File: src/rtl/pe_feeder_pkg.sv
// Shared types and helpers for the PE array skew feeder.
// Latency: n/a (types only).
// Backpressure: n/a.
package pe_feeder_pkg;

  // Issue control FSM states.
  typedef enum logic [1:0] {
    IDLE   = 2'd0,
    STREAM = 2'd1,
    DRAIN  = 2'd2
  } feeder_state_t;

  // Width of a counter able to hold values up to num_lanes-1 (never below 1 bit).
  function automatic int lane_idx_w(input int num_lanes);
    return (num_lanes > 2) ? $clog2(num_lanes) : 1;
  endfunction

endpackage

File: src/rtl/pe_feeder_fifo.sv
// Synchronous FIFO holding whole operand vectors for the skew feeder.
// Latency: a pushed word is visible on pop_data the cycle after the push edge.
// Backpressure: full/empty come from a registered count; a push when full or a pop when empty is ignored.
// Ports: clk, rst (sync, active high), push/push_data, pop/pop_data, full, empty.
module pe_feeder_fifo #(
  parameter int WIDTH = 8,
  parameter int DEPTH = 4
) (
  input  logic             clk,
  input  logic             rst,
  input  logic             push,
  input  logic [WIDTH-1:0] push_data,
  input  logic             pop,
  output logic [WIDTH-1:0] pop_data,
  output logic             full,
  output logic             empty
);

  localparam int AW = $clog2(DEPTH);

  // Pointers carry one extra bit and wrap by natural overflow.
  logic [AW:0]      wr_ptr;
  logic [AW:0]      rd_ptr;
  logic [AW:0]      count;
  logic [WIDTH-1:0] mem [DEPTH];
  logic             do_push;
  logic             do_pop;

  assign do_push  = push && !full;
  assign do_pop   = pop && !empty;
  assign full     = (count == (AW+1)'(DEPTH));
  assign empty    = (count == '0);
  assign pop_data = mem[rd_ptr[AW-1:0]];

  always_ff @(posedge clk) begin
    if (rst) begin
      wr_ptr <= '0;
      rd_ptr <= '0;
      count  <= '0;
    end else begin
      if (do_push) wr_ptr <= wr_ptr + 1'b1;
      if (do_pop)  rd_ptr <= rd_ptr + 1'b1;
      case ({do_push, do_pop})
        2'b10:   count <= count + 1'b1;
        2'b01:   count <= count - 1'b1;
        default: count <= count;
      endcase
    end
  end

  // Storage needs no reset: contents are only read behind a non-zero count.
  always_ff @(posedge clk) begin
    if (do_push) mem[wr_ptr[AW-1:0]] <= push_data;
  end

endmodule

File: src/rtl/pe_skew_feeder.sv
// Buffers operand vectors and issues them into the PE array with lane i delayed i cycles.
// Latency: pop to lane i out_ena is i+1 advance (non-stall) cycles.
// Backpressure: in_ready = !fifo_full; stall freezes issue and skew, forcing out_ena/out_last low.
// Ports: clk, rst (sync, active high); in_valid/in_ready/in_data/in_last vector input;
//        stall; out_data/out_ena/out_last per-lane array feed; busy.
module pe_skew_feeder
  import pe_feeder_pkg::*;
#(
  parameter int DATA_WIDTH = 16,
  parameter int NUM_LANES  = 4,
  parameter int FIFO_DEPTH = 4
) (
  input  logic                            clk,
  input  logic                            rst,
  input  logic                            in_valid,
  output logic                            in_ready,
  input  logic [NUM_LANES*DATA_WIDTH-1:0] in_data,
  input  logic                            in_last,
  input  logic                            stall,
  output logic [NUM_LANES*DATA_WIDTH-1:0] out_data,
  output logic [NUM_LANES-1:0]            out_ena,
  output logic                            out_last,
  output logic                            busy
);

  localparam int VW = NUM_LANES * DATA_WIDTH;
  localparam int CW = lane_idx_w(NUM_LANES);
  localparam logic [CW-1:0] DRAIN_LOAD = CW'(NUM_LANES - 1);

  logic          fifo_full;
  logic          fifo_empty;
  logic [VW:0]   fifo_dout;
  logic          advance;
  logic          pop;
  feeder_state_t state;
  logic [CW-1:0] drain_cnt;

  // Slot issued into skew stage 0 this cycle.
  logic          slot_valid;
  logic          slot_last;
  logic [VW-1:0] slot_data;

  assign in_ready = !fifo_full;
  assign advance  = !stall;
  // DRAIN never pops, so next-tile data waits until the previous tile has cleared every lane.
  assign pop        = advance && !fifo_empty && (state != DRAIN);
  assign slot_valid = pop;
  assign slot_last  = pop && fifo_dout[VW];
  assign slot_data  = pop ? fifo_dout[VW-1:0] : '0;

  pe_feeder_fifo #(
    .WIDTH (VW + 1),
    .DEPTH (FIFO_DEPTH)
  ) u_fifo (
    .clk       (clk),
    .rst       (rst),
    .push      (in_valid && in_ready),
    .push_data ({in_last, in_data}),
    .pop       (pop),
    .pop_data  (fifo_dout),
    .full      (fifo_full),
    .empty     (fifo_empty)
  );

  // Issue FSM. The drain counter gives NUM_LANES-1 bubbles after a tile's last pop,
  // so the next tile's lane 0 starts only after the last tile's final lane.
  always_ff @(posedge clk) begin
    if (rst) begin
      state     <= IDLE;
      drain_cnt <= '0;
    end else if (advance) begin
      case (state)
        IDLE, STREAM: begin
          if (pop) begin
            if (slot_last) begin
              state     <= DRAIN;
              drain_cnt <= DRAIN_LOAD;
            end else begin
              state <= STREAM;
            end
          end
        end
        DRAIN: begin
          drain_cnt <= drain_cnt - 1'b1;
          if (drain_cnt == CW'(1)) state <= fifo_empty ? IDLE : STREAM;
        end
        default: state <= IDLE;
      endcase
    end
  end

  // Shared valid/last delay chain; stage k holds the slot issued k+1 advances ago.
  logic [NUM_LANES-2:0] v_sr;
  logic [NUM_LANES-2:0] l_sr;

  always_ff @(posedge clk) begin
    if (rst) begin
      v_sr <= '0;
      l_sr <= '0;
    end else if (advance) begin
      v_sr[0] <= slot_valid;
      l_sr[0] <= slot_last;
      for (int k = 1; k < NUM_LANES - 1; k++) begin
        v_sr[k] <= v_sr[k-1];
        l_sr[k] <= l_sr[k-1];
      end
    end
  end

  // Per-lane sources for the output registers: lane i sees the slot issued i advances ago.
  logic [NUM_LANES-1:0] src_v;
  logic [VW-1:0]        src_d;

  assign src_v = {v_sr, slot_valid};

  for (genvar i = 0; i < NUM_LANES; i++) begin : g_lane
    if (i == 0) begin : g_direct
      assign src_d[0 +: DATA_WIDTH] = slot_data[0 +: DATA_WIDTH];
    end else begin : g_dly
      // Lane i only carries its own element through i delay stages.
      logic [DATA_WIDTH-1:0] d_sr [i];
      always_ff @(posedge clk) begin
        if (rst) begin
          for (int k = 0; k < i; k++) d_sr[k] <= '0;
        end else if (advance) begin
          d_sr[0] <= slot_data[i*DATA_WIDTH +: DATA_WIDTH];
          for (int k = 1; k < i; k++) d_sr[k] <= d_sr[k-1];
        end
      end
      assign src_d[i*DATA_WIDTH +: DATA_WIDTH] = d_sr[i-1];
    end
  end

  // Output registers. Data only updates on a valid element so a lane holds its
  // last operand through bubbles and stalls.
  always_ff @(posedge clk) begin
    if (rst) begin
      out_data <= '0;
      out_ena  <= '0;
      out_last <= 1'b0;
    end else if (advance) begin
      out_ena  <= src_v;
      out_last <= src_v[NUM_LANES-1] && l_sr[NUM_LANES-2];
      for (int i = 0; i < NUM_LANES; i++) begin
        if (src_v[i]) out_data[i*DATA_WIDTH +: DATA_WIDTH] <= src_d[i*DATA_WIDTH +: DATA_WIDTH];
      end
    end else begin
      out_ena  <= '0;
      out_last <= 1'b0;
    end
  end

  // out_ena is included so busy stays high until the final lane has been presented.
  assign busy = (state != IDLE) || !fifo_empty || (|v_sr) || (|out_ena);

endmodule

File: config.mk
export PLATFORM = sky130hd
export DESIGN_NAME = pe_skew_feeder
export DESIGN_NICKNAME = d
export VERILOG_FILES = /design/src/rtl/pe_feeder_pkg.sv /design/src/rtl/pe_feeder_fifo.sv /design/src/rtl/pe_skew_feeder.sv
export SDC_FILE = /design/constraint.sdc
export NUM_CORES = 1
export LEC_CHECK = 0
export ABC_AREA = 1
export BUFFER_PORTS_ARGS = -buffer_cell sky130_fd_sc_hd__buf_2
export CAP_MARGIN = 20
export CORE_MARGIN = 5
export CORE_UTILIZATION = 42
export CTS_CLUSTER_SIZE = 10
export DETAILED_ROUTE_END_ITERATION = 7
export PLACE_DENSITY = 0.7
export SYNTH_ARGS = -nofsm -noshare
export SYNTH_HDL_FRONTEND = slang
export SYNTH_HIERARCHICAL = 1
export SYNTH_SLANG_ARGS = --single-unit
File: constraint.sdc
create_clock -name clk -period 4.8 [get_ports clk]
set_clock_uncertainty 0.1 [all_clocks]
set_input_delay 1.2 -clock clk [delete_from_list [all_inputs] [get_ports clk]]
set_output_delay 1.2 -clock clk [all_outputs]
set_load 0.02 [all_outputs]
# After elaboration in Yosys (flattened, before gate mapping)
# Memories as Yosys holds them, arrays and structs flattened. A register that Yosys moved wholly into a read port is not among the register bits.
# Index checks and enable logic that the tools add are counted.
# Widths: inputs -> output; s select.
[op_classes]
add_sub_neg = 5
eq_ne = 10
muxes = 26
bitwise = 6
n_reduce_logical = 29
[ops]
columns = ["cell", "count"]
rows = [
  ["$mux 16", 6],
  ["$mux 64", 1],
  ["$reduce_or 16->1", 1],
  ["$mux 2", 7],
  ["$add 3x1->3 const B", 3],
  ["$mux 1", 9],
  ["$ne 2x2->1 const B", 4],
  ["$pmux 2 s2", 2],
  ["$reduce_and 2->1", 4],
  ["$logic_and 1x1->1", 7],
  ["$eq 2x1->1 const B", 3],
  ["$pmux 3 s2", 1],
  ["$reduce_bool 2->1", 3],
  ["$or 1x1->1", 5],
  ["$eq 2x2->1 const B", 2],
  ["$reduce_and 4->1", 1],
  ["$reduce_or 2->1", 2],
  ["$reduce_or 4->1", 1],
  ["$eq 3x3->1 const B", 1],
  ["$logic_not 1->1", 3],
  ["$logic_not 3->1", 1],
  ["$logic_or 1x1->1", 3],
  ["$reduce_and 3->1", 1],
  ["$reduce_or 3->1", 1],
  ["other kinds (4)", 4],
]
[word_totals]
reg_bits = 40
ramBits = 356
mem_count = 4
[mem_list]
columns = ["memory", "words", "width", "rd", "rd_clocked_by_memory_dff", "write_ports", "line", "source"]
rows = [
  ["u_fifo.mem", 4, 65, 1, 1, 1, "pe_feeder_fifo.sv:25", "logic [WIDTH-1:0] mem [DEPTH];"],
  ["g_lane[3].g_dly.d_sr", 3, 16, 3, 1, 3, "pe_skew_feeder.sv:121", "logic [DATA_WIDTH-1:0] d_sr [i];"],
  ["g_lane[2].g_dly.d_sr", 2, 16, 2, 1, 2, "pe_skew_feeder.sv:121", ""],
  ["g_lane[1].g_dly.d_sr", 1, 16, 1, 1, 1, "pe_skew_feeder.sv:121", ""],
]

# Logic depth before layout (Yosys ltp)
# Gate-level depths: netlist of the first run.
[depth]
ltp_word = 8
mapped_depth = 18
ltp_nobuf = 17

# By module
# Netlist of the first run, hierarchy kept.
[modules_own_cells]
columns = ["mod", "instances", "cells_each", "area_each_um2", "seq_area_each_um2"]
rows = [
  ["pe_feeder_fifo", 1, 699, 10443.8, 7987.7],
  ["pe_skew_feeder", 1, 660, 6561.3, 4464.3],
]

# Worst setup path before layout of the first run
# OpenSTA, ideal clock, no wires.
[synth_timing]
path_type = "in2reg"
from = "in in_valid"
to = "mem u_fifo/mem[0][0] (netlist bit), enable pin"
setup_time_ps = 488
t_arrival_ps = 4311
t_required_ps = 4212
setup_slack_ps = -99
stages = 4
n_path_buf = 0
path_cell_list = "inv_1 > nor2_1 > nand2_1 > nor2_1"
[synth_between]
elab_chain_len = 4
[synth_rtl]
columns = ["item", "line", "source"]
rows = [
  ["start: declaration", "pe_skew_feeder.sv:15", "input logic in_valid,"],
  ["$logic_and 1x1->1", "pe_skew_feeder.sv:57", ".push (in_valid && in_ready),"],
  ["$logic_and 1x1->1", "pe_feeder_fifo.sv:29", "assign do_push = push && !full;"],
  ["$mux 1", "pe_feeder_fifo.sv:53", "if (do_push) mem[wr_ptr[AW-1:0]] <= push_data;"],
  ["$mux 1 (implied by the code)", "pe_feeder_fifo.sv:53", ""],
  ["end: declaration", "pe_feeder_fifo.sv:25", ""],
]
# Every way passes these cells.

# Final worst setup path of the first run
[layout_timing]
from = "reg u_fifo.count[0]"
to = "out busy"
[layout_between]
elab_chain_len = 5
[layout_rtl]
columns = ["item", "line", "source"]
rows = [
  ["start: declaration", "pe_feeder_fifo.sv:24", "logic [AW:0] count;"],
  ["start signal: assignment", "pe_feeder_fifo.sv:44", "2'b10: count <= count + 1'b1;"],
  ["start signal: assignment", "pe_feeder_fifo.sv:45", "2'b01: count <= count - 1'b1;"],
  ["start signal: assignment", "pe_feeder_fifo.sv:46", "default: count <= count;"],
  ["$logic_not 3->1", "pe_feeder_fifo.sv:32", "assign empty = (count == '0);"],
  ["named net fifo_empty", "pe_skew_feeder.sv:31", "logic fifo_empty;"],
  ["$logic_not 1->1", "pe_skew_feeder.sv:154", "assign busy = (state != IDLE) || !fifo_empty || (|v_sr) || (|out_ena);"],
  ["$logic_or 1x1->1 (3 in series)", "pe_skew_feeder.sv:154", ""],
  ["end: declaration", "pe_skew_feeder.sv:23", "output logic busy"],
]
# The timed path passes the listed nets, and every way through them passes these cells.

==> results of run 1 <==
[per-layer routing]
metal  track usage (%)  up-vias
met5                 0        -
met4              5.07       20
met3              4.63       70
met2              24.5      222
met1              19.9     4771
li1                  -     4935
[worst max-delay path, cell delays in order, from the launching register on]
cell     delay [ns]
dfxtp_1        0.32
inv_1          0.12
nand3_1        0.18
inv_1          0.25
nand2_1        0.12
nor2_1         0.21
nand2_1        0.08
buf_2          0.16
[kinds of logic after synthesis]
group | Yosys count | synth area share, %
AND/OR/NAND/NOR | 423 | 11.0
AO/OA/AOI/OAI | 277 | 9.51
buffers and inverters | 208 | 5.71
adder cells (fa/ha/maj) | 7 | 0.559
flip-flops | 444 | 73.2
[stage by stage]
stage	setup WS, ns	cells
floorplan	-0.0990	1359
global placement	1.35	1969
detailed placement	1.31	1969
CTS	1.46	2052
global route	1.36	2055
finish	1.51	2059
[worst min-delay path by stage]
stage	start	to	slack [ns]	depth (start not counted)
after floorplan	u_fifo/count[0]	u_fifo/count[0]	0.32	1
after global placement	u_fifo/count[0]	u_fifo/count[0]	0.34	1
after detailed placement	u_fifo/count[0]	u_fifo/count[0]	0.35	1
after CTS	u_fifo/count[0]	u_fifo/count[0]	0.36	1
after global routing	u_fifo/count[0]	u_fifo/count[0]	0.40	1
final	u_fifo/count[0]	u_fifo/count[0]	0.37	1
[cell usage in the layout, fill, tap and decap left out, types with 6 or more instances in the layout]
cell type	count
a21oi_1	9
o22ai_1	50
o22ai_2	20
ha_1	6
nand2_1	25
dfxtp_1	86
diode_2	6
o21ai_0	158
buf_2	139
clkbuf_16	51
nor2_4	36
inv_2	7
buf_4	10
inv_1	132
edfxtp_1	356
nor2_1	342
o21ai_1	35
clkbuf_1	29
nand3_1	9
[power by group]
group	internal, mW	switching (mW)
Sequential	4.68	0.208
Combinational	0.530	1.27
Clock	1.96	1.38
[sequential cells by signal, summed over array words and instances, names as in the netlist, 3 cells and up, named ones only]
name and cells:
g_lane.g_dly.d_sr 96, u_fifo/count 3, out_data 64, v_sr 3
out_ena 4, l_sr 3, u_fifo/mem 260
[final cells by class]
class	instances	area (sq um)
Timing Repair Buffer	154	871
Clock inverter	3	36.3
Multi-Input combinational cell	707	3620
Clock buffer	80	1390
Tap cell	525	657
Inverter	140	531
Sequential cell	444	12500
Fill cell	3410	20300
Antenna cell	6	15.0
==> results.sh, run 1 <==
export IMPL_outcome="finished clean"
export IMPL_finalCritPeriodShare_pct=68.5
export IMPL_finalPower_mw=10.0
export IMPL_htree_num_levels=2
export IMPL_ys_seq_area_share_pct=73.2
export IMPL_synth_area_top_cells="edfxtp_1, dfxtp_1, nor2_1"
export IMPL_synth_largest_area_cell="edfxtp_1"
export IMPL_grt_overflow=0
export IMPL_layout_drive_gt1_share_pct=18.7
export IMPL_ys_types=29
export IMPL_placed_area_sq_um=18100
export IMPL_highest_layer="met5"
export IMPL_antenna_found_initial=16
export IMPL_drt_first_pass_iters=7
export IMPL_crit_start="u_fifo/count[0]"
export IMPL_avgSynthCellArea_sq_um=12.5
export IMPL_die_x_um=211
export IMPL_fin_hold_ws_ns=0.372
export IMPL_num_nets_final=1573
export IMPL_final_hold_violation_count=0
export IMPL_yosysWarnings=6
export IMPL_grtUsageTotal_pct=15.3
export IMPL_cts_hold_buf=0
export IMPL_placementRows=73
export IMPL_clock_path_buffers=3
export IMPL_drt_iter0_drc=716
export IMPL_met3_length_um=2350
export IMPL_clock_latency_ns=0.57
export IMPL_fmax_mhz=304
export IMPL_ioPinCount=140
export IMPL_root_buffer="clkbuf_16"
export IMPL_post_cts_resized=0
export IMPL_grt_pass1_vias=10066
export IMPL_vias_per_cell=4.87
export IMPL_cts_buffers=50
export IMPL_synth_edf_count=356
export IMPL_area_growth_pct=15.1
export IMPL_post_cts_buffers=0
export IMPL_hold_path_class="flip-flop to flip-flop"
export IMPL_routed_via_count=10018
export IMPL_period_needed_ns=3.29
export IMPL_routabilityCongestion=0.730
export IMPL_slew_headroom_pct=40.4
export IMPL_yosysMostFrequentCell="edfxtp_1"
export IMPL_slew_violations=0
export IMPL_initial_utilization_pct=42.6
export IMPL_r2r_cells=17
export IMPL_tightestPinTransition_ns=0.893
export IMPL_r2r_slack_ns=1.89
export IMPL_clkSinkCount=444
export IMPL_cap_violations=0
export IMPL_core_area_sq_um=39900
export IMPL_synth_seq_cells=444
export IMPL_wirelength_um=34400
export IMPL_finalInstanceArea_sq_um=19600
export IMPL_io_buffers=139
export IMPL_grt_start_max_net_pins=86
export IMPL_postLayoutCoreUtil_pct=49.0
export IMPL_peakVddDrop_mv=0.342
export IMPL_cts_tree="yes"
export IMPL_dr_wl_met2_um=16100
export IMPL_synth_cell_area_sq_um=17000
export IMPL_cp_start_kind="flip-flop"
export IMPL_setup_viol=0
export IMPL_wl_met1_um=15100
export IMPL_required_ns=3.50
export IMPL_cp_end_kind="output port"
export IMPL_synth_top_area_share_pct=62.9
export IMPL_setup_worst_path_end="busy"
export IMPL_fin_setup_tns_ns=0
export IMPL_synth_nets=1435
export IMPL_p_leak_nw=7.38
export IMPL_design_die_area_sq_um=44600
export IMPL_critPathArrivalTime_ns=1.99
export IMPL_syn_inst=1359
export IMPL_ys_flop_type="edfxtp_1"
export IMPL_reg2reg_to="u_fifo/count[2]"
export IMPL_rsz0062_at_grt="false"
export IMPL_fp_dieH_um=211
export IMPL_grt_pass1_wl_um=54700
export IMPL_clk_pin_slew_ns=0.05
export IMPL_wl_per_cell_um=16.7
export IMPL_hpwl_um=21600
export IMPL_r2r_start="u_fifo/count[0]"
export IMPL_synth_common_cells="edfxtp_1, nor2_1, o21ai_0"
export IMPL_cp_max_fo=5
export IMPL_powerDensity_nw_per_um2=512
export IMPL_criticalPathCategory="flip-flop to output port"
export IMPL_synthArstFlopShare_pct=0
export IMPL_drc=0
export IMPL_ant_nets=0
(Power assumes the default switching activity.)
==> run 2, diff against run 1 <==
- PLACE_DENSITY: 0.7 -> 0.67
- clock period: 4.8 -> 3.35 ns (I/O delays scaled with it)
==> run 2 against run 1 <==
Sequential share of layout area decreased by 0.17 points. Non-clock buffer count increased by 4. Register-to-register slack got worse by 1.0 ns. Largest power group unchanged.
==> results.sh, run 2 (synthesis results as in run 1) <==
export IMPL_ant_nets=0
export IMPL_die_x_um=211
export IMPL_grt_use_met2_pct=23.8
export IMPL_outcome="finished clean"
export IMPL_postLayoutCoreUtil_pct=49.2
export IMPL_root_buffer="clkbuf_16"
export IMPL_combPwrFrac_pct=18.4
export IMPL_drc=0
export IMPL_cp_end_kind="output port"
export IMPL_busiest_layer="met2"
export IMPL_grt_overflow=0
export IMPL_final_common_cell="edfxtp_1"
export IMPL_cp_start_kind="flip-flop"
export IMPL_design_die_area_sq_um=44600
export IMPL_fmax_mhz=347
export IMPL_slew_headroom_pct=34.0
export IMPL_io_buffers=139
export IMPL_seq_power_share_pct=48.2
export IMPL_slew_violations=0
export IMPL_r2r_slack_ns=0.84
export IMPL_placementRows=73
export IMPL_clockPowerShare_pct=33.4
export IMPL_required_ns=2.41
export IMPL_cts_tree="yes"
export IMPL_grt_pass1_vias=9958
export IMPL_grt_pass1_wl_um=54500
export IMPL_peakVddDrop_mv=0.380
export IMPL_grt_start_max_net_pins=97
export IMPL_hpwl_um=20900
export IMPL_largest_register_ffs=260
export IMPL_drt_first_pass_iters=5
export IMPL_clk_pin_slew_ns=0.06
export IMPL_p_sw_mw=4.13
export IMPL_layout_setup_ws_ns=0.472
export IMPL_rsz0062_at_grt="false"
export IMPL_final_cell_mix="edfxtp_1, nor2_1, o21ai_0"
export IMPL_ioPinCount=140
export IMPL_initial_utilization_pct=42.6
export IMPL_post_cts_buffers=0
export IMPL_antenna_found_initial=15
export IMPL_final_hold_violation_count=0
export IMPL_drt_iter0_drc=657
export IMPL_fin_hold_ws_ns=0.362
export IMPL_wirelength_um=34200
export IMPL_clkSinkCount=444
export IMPL_grtUsageTotal_pct=15.2
export IMPL_htree_num_levels=2
export IMPL_period_needed_ns=2.88
export IMPL_dp_cells=1974
export IMPL_grtUsageMet1_pct=21.0
export IMPL_hold_path_class="flip-flop to flip-flop"
export IMPL_layout_drive_gt1_share_pct=18.8
export IMPL_cts_buffers=50
export IMPL_num_nets_final=1577
export IMPL_p_leak_nw=7.40
export IMPL_critPathArrivalTime_ns=1.94
export IMPL_cp_max_fo=5
export IMPL_clock_path_buffers=3
export IMPL_core_area_sq_um=39900
export IMPL_pre_cts_ws_ns=0.562
export IMPL_routabilityCongestion=0.755
export IMPL_powerDensity_nw_per_um2=734
export IMPL_criticalPathCategory="flip-flop to output port"
export IMPL_routed_via_count=9894
export IMPL_cts_hold_buf=0
export IMPL_wl_per_cell_um=16.6
export IMPL_use_met3_pct=3.92
export IMPL_cap_violations=0
export IMPL_area_growth_pct=15.4
export IMPL_final_cells=2064
export IMPL_fp_dieH_um=211
export IMPL_vias_per_cell=4.79
export IMPL_finalCritPeriodShare_pct=85.9
export IMPL_post_cts_resized=0
export IMPL_clock_latency_ns=0.57
export IMPL_tightestPinTransition_ns=0.989
export IMPL_swShare_pct=28.7
export IMPL_internal_power_mw=10.3
export IMPL_setup_viol=0
[run 2: changes by cell type in the layout (fill, tap and decap cells not counted), sizes merged]
| cell | change |
|---|---|
| clkbuf | +2 |
| clkinv | +2 |
| clkinvlp | -1 |
| diode | -2 |
| buf | +4 |
[run 2: worst max-delay path: stages (launching register included)]
cell     delay, ns
dfxtp_1       0.32
inv_1         0.11
nand3_1       0.17
inv_1         0.20
nand2_1       0.11
nor2_1        0.23
nand2_1       0.08
buf_2         0.16
[run 2: power groups by stage]
stage                     logic (mW)  clock network, mW  registers, mW
after global placement          2.61                  0           7.04
after global routing            2.96               5.16           7.01
after CTS                       2.67               4.93           6.95
after floorplan                 1.84                  0           7.14
after detailed placement        2.66                  0           7.06
final                           2.65               4.80           6.94
[run 2: worst paths after layout]
kind / startpoint / end / cells after the start
max: u_fifo/count[0] / busy / 7
min: u_fifo/count[0] / u_fifo/count[0] / 1
max reg2reg: u_fifo/count[0] / u_fifo/count[2] / 16
min reg2reg: u_fifo/count[0] / u_fifo/count[0] / 1
[run 2: cell type report]
type                    instances  area (sq um)
diodes                          4          10.0
well taps                     525           657
flip-flops and latches        444         12500
repair buffers                158           913
inverters                     140           531
multi-input cells             707          3620
fillers                      3425         20300
clock buffers                  82          1370
clock inverters                 4          63.8
[run 2: stage by stage]
stage	power, mW	setup TNS, ns	instance area, sq um
floorplan	8.98	-38.03	17000
global placement	9.66	0	18200
detailed placement	9.72	0	18200
CTS	14.6	0	19600
global route	15.1	0	19600
finish	14.4	0	19600
[run 2: routing by layer]
metal	up-vias	wire (um)	part of all wire [%]
li1	4948	-	-
met1	4606	15400	45
met2	244	15600	46
met3	80	2310	6.8
met4	16	830	2.4
met5	-	82	0.24
==> run 3, diff against run 2 <==
- clock period: 3.35 -> 3.5 ns (I/O delays scaled with it)
==> run 3 against run 2 <==
Combinational power is 3% lower. Hold slack better by 0.0032 ns. Via count is 0.59% higher. Flip-flop and latch count stayed put. Power is 3.9% lower. Register-to-register slack better by 0.09 ns. Routed wire length hardly changed. Global-route usage hardly changed.
==> results.sh, run 3 (synthesis results as in run 1) <==
export IMPL_hpwl_um=21700
export IMPL_area_growth_pct=15.5
export IMPL_cts_tree="yes"
export IMPL_rsz0062_at_grt="false"
export IMPL_wirelength_um=34200
export IMPL_powerDensity_nw_per_um2=705
export IMPL_clock_latency_ns=0.57
export IMPL_cts_hold_buf=0
export IMPL_hold_path_class="flip-flop to flip-flop"
export IMPL_vias_per_cell=4.83
export IMPL_grt_start_max_net_pins=87
export IMPL_ant_nets=0
export IMPL_post_cts_resized=0
export IMPL_grt_overflow=0
export IMPL_clkSinkCount=444
export IMPL_die_x_um=211
export IMPL_drt_first_pass_iters=5
export IMPL_placementRows=73
export IMPL_fp_dieH_um=211
export IMPL_io_buffers=139
export IMPL_cp_max_fo=5
export IMPL_core_area_sq_um=39900
export IMPL_clock_path_buffers=3
export IMPL_layout_drive_gt1_share_pct=19.0
export IMPL_largest_register_ffs=260
export IMPL_wl_per_cell_um=16.6
export IMPL_cts_buffers=50
export IMPL_postLayoutCoreUtil_pct=49.2
export IMPL_drc=0
export IMPL_grt_pass1_wl_um=54400
export IMPL_fmax_mhz=343
export IMPL_cp_end_kind="output port"
export IMPL_routed_via_count=9952
export IMPL_slew_headroom_pct=41.4
export IMPL_num_nets_final=1579
export IMPL_required_ns=2.52
export IMPL_cap_violations=0
export IMPL_setup_viol=0
export IMPL_grtUsageTotal_pct=15.2
export IMPL_layout_setup_ws_ns=0.588
export IMPL_outcome="finished clean"
export IMPL_routabilityCongestion=0.764
export IMPL_criticalPathCategory="flip-flop to output port"
export IMPL_pre_cts_ws_ns=0.671
export IMPL_critPathArrivalTime_ns=1.94
export IMPL_period_needed_ns=2.91
export IMPL_antenna_found_initial=12
export IMPL_critPathTopFamily="simple AND/OR/NAND/NOR gates"
export IMPL_p_leak_nw=7.42
export IMPL_fin_setup_tns_ns=0
export IMPL_cpPeakStageDelay_ns=0.32
export IMPL_drt_iter0_drc=723
export IMPL_grt_pass1_vias=9785
export IMPL_slew_violations=0
export IMPL_slowest_stage="dfxtp_1"
export IMPL_root_buffer="clkbuf_16"
export IMPL_final_hold_violation_count=0
export IMPL_final_common_cell="edfxtp_1"
export IMPL_post_cts_buffers=0
export IMPL_tightestPinTransition_ns=0.878
export IMPL_peakVddDrop_mv=0.511
export IMPL_htree_num_levels=2
export IMPL_final_cell_mix="edfxtp_1, nor2_1, o21ai_0"
export IMPL_design_die_area_sq_um=44600
export IMPL_ioPinCount=140
export IMPL_initial_utilization_pct=42.6
export IMPL_r2r_slack_ns=0.93
export IMPL_crit_buf_inv=3
export IMPL_crit_path_cell_trace="inv_1, nand3_1, inv_1, nand2_1, nor2_1, nand2_1, buf_2"
export IMPL_cp_start_kind="flip-flop"
export IMPL_clk_pin_slew_ns=0.06
export IMPL_finalCritPeriodShare_pct=83.2
[run 3: cell types whose count changed in the layout (fill, tap and decap cells not counted)]
cell | previous run | this run
clkinv_8 | 0 | 1
clkbuf_1 | 32 | 28
inv_6 | 2 | 1
inv_16 | 1 | 2
clkinv_2 | 1 | 0
buf_4 | 13 | 15
diode_2 | 4 | 1
bufinv_16 | 0 | 1
clkinv_16 | 1 | 0
[run 3: layout make-up]
type,instances,area (sq um)
diodes,1,2.50
clock inverters,4,86.3
clock buffers,78,1360
multi-input cells,707,3620
well taps,525,657
fillers,3430,20300
inverters,140,531
flip-flops and latches,444,12500
repair buffers,160,928
[run 3: through the flow]
step	instance area [sq um]	total power [mW]	hold slack, ns	std cells
2_1_floorplan	17000	8.61	0.322	1359
3_3_place_gp	18200	9.24	0.336	1976
3_5_place_dp	18200	9.30	0.351	1976
4_1_cts	19600	14.0	0.360	2058
5_1_grt	19600	14.5	0.384	2058
6_report	19600	13.8	0.365	2059
[run 3: layer usage]
layer | vias up | routed length, um | track usage (%)
met5 | - | 109 | 0
met2 | 221 | 15600 | 23.8
met4 | 16 | 803 | 4.43
met3 | 79 | 2000 | 4.00
li1 | 4940 | - | -
met1 | 4696 | 15700 | 21.2
[run 3: power breakdown]
group          internal [mW]  switching [mW]  total [mW]  leakage [nW]
registers               6.41           0.206        6.62          4.17
clock network           2.73            1.93        4.66         0.690
logic                  0.755            1.81        2.56          2.56
total                   9.89            3.95        13.8          7.42
[run 3: path summary, 6_finish.rpt]
| kind | startpoint | endpoint | cells past startpoint |
|---|---|---|---|
| setup / recovery | u_fifo/count[0] | busy | 7 |
| hold reg to reg | u_fifo/count[0] | u_fifo/count[0] | 1 |
| setup reg to reg | u_fifo/count[0] | u_fifo/count[2] | 13 |
| hold / removal | u_fifo/count[0] | u_fifo/count[0] | 1 |
[run 3: worst reg2reg max path: stages (launching register included)]
cell,delay (ns)
dfxtp_1,0.32
inv_1,0.10
nand3_1,0.19
inv_1,0.14
nor2_1,0.10
nand2_1,0.36
ha_1,0.25
inv_1,0.08
fa_1,0.44
nand2_1,0.12
nand3_1,0.11
nand2_1,0.08
inv_1,0.04
nor2_1,0.08
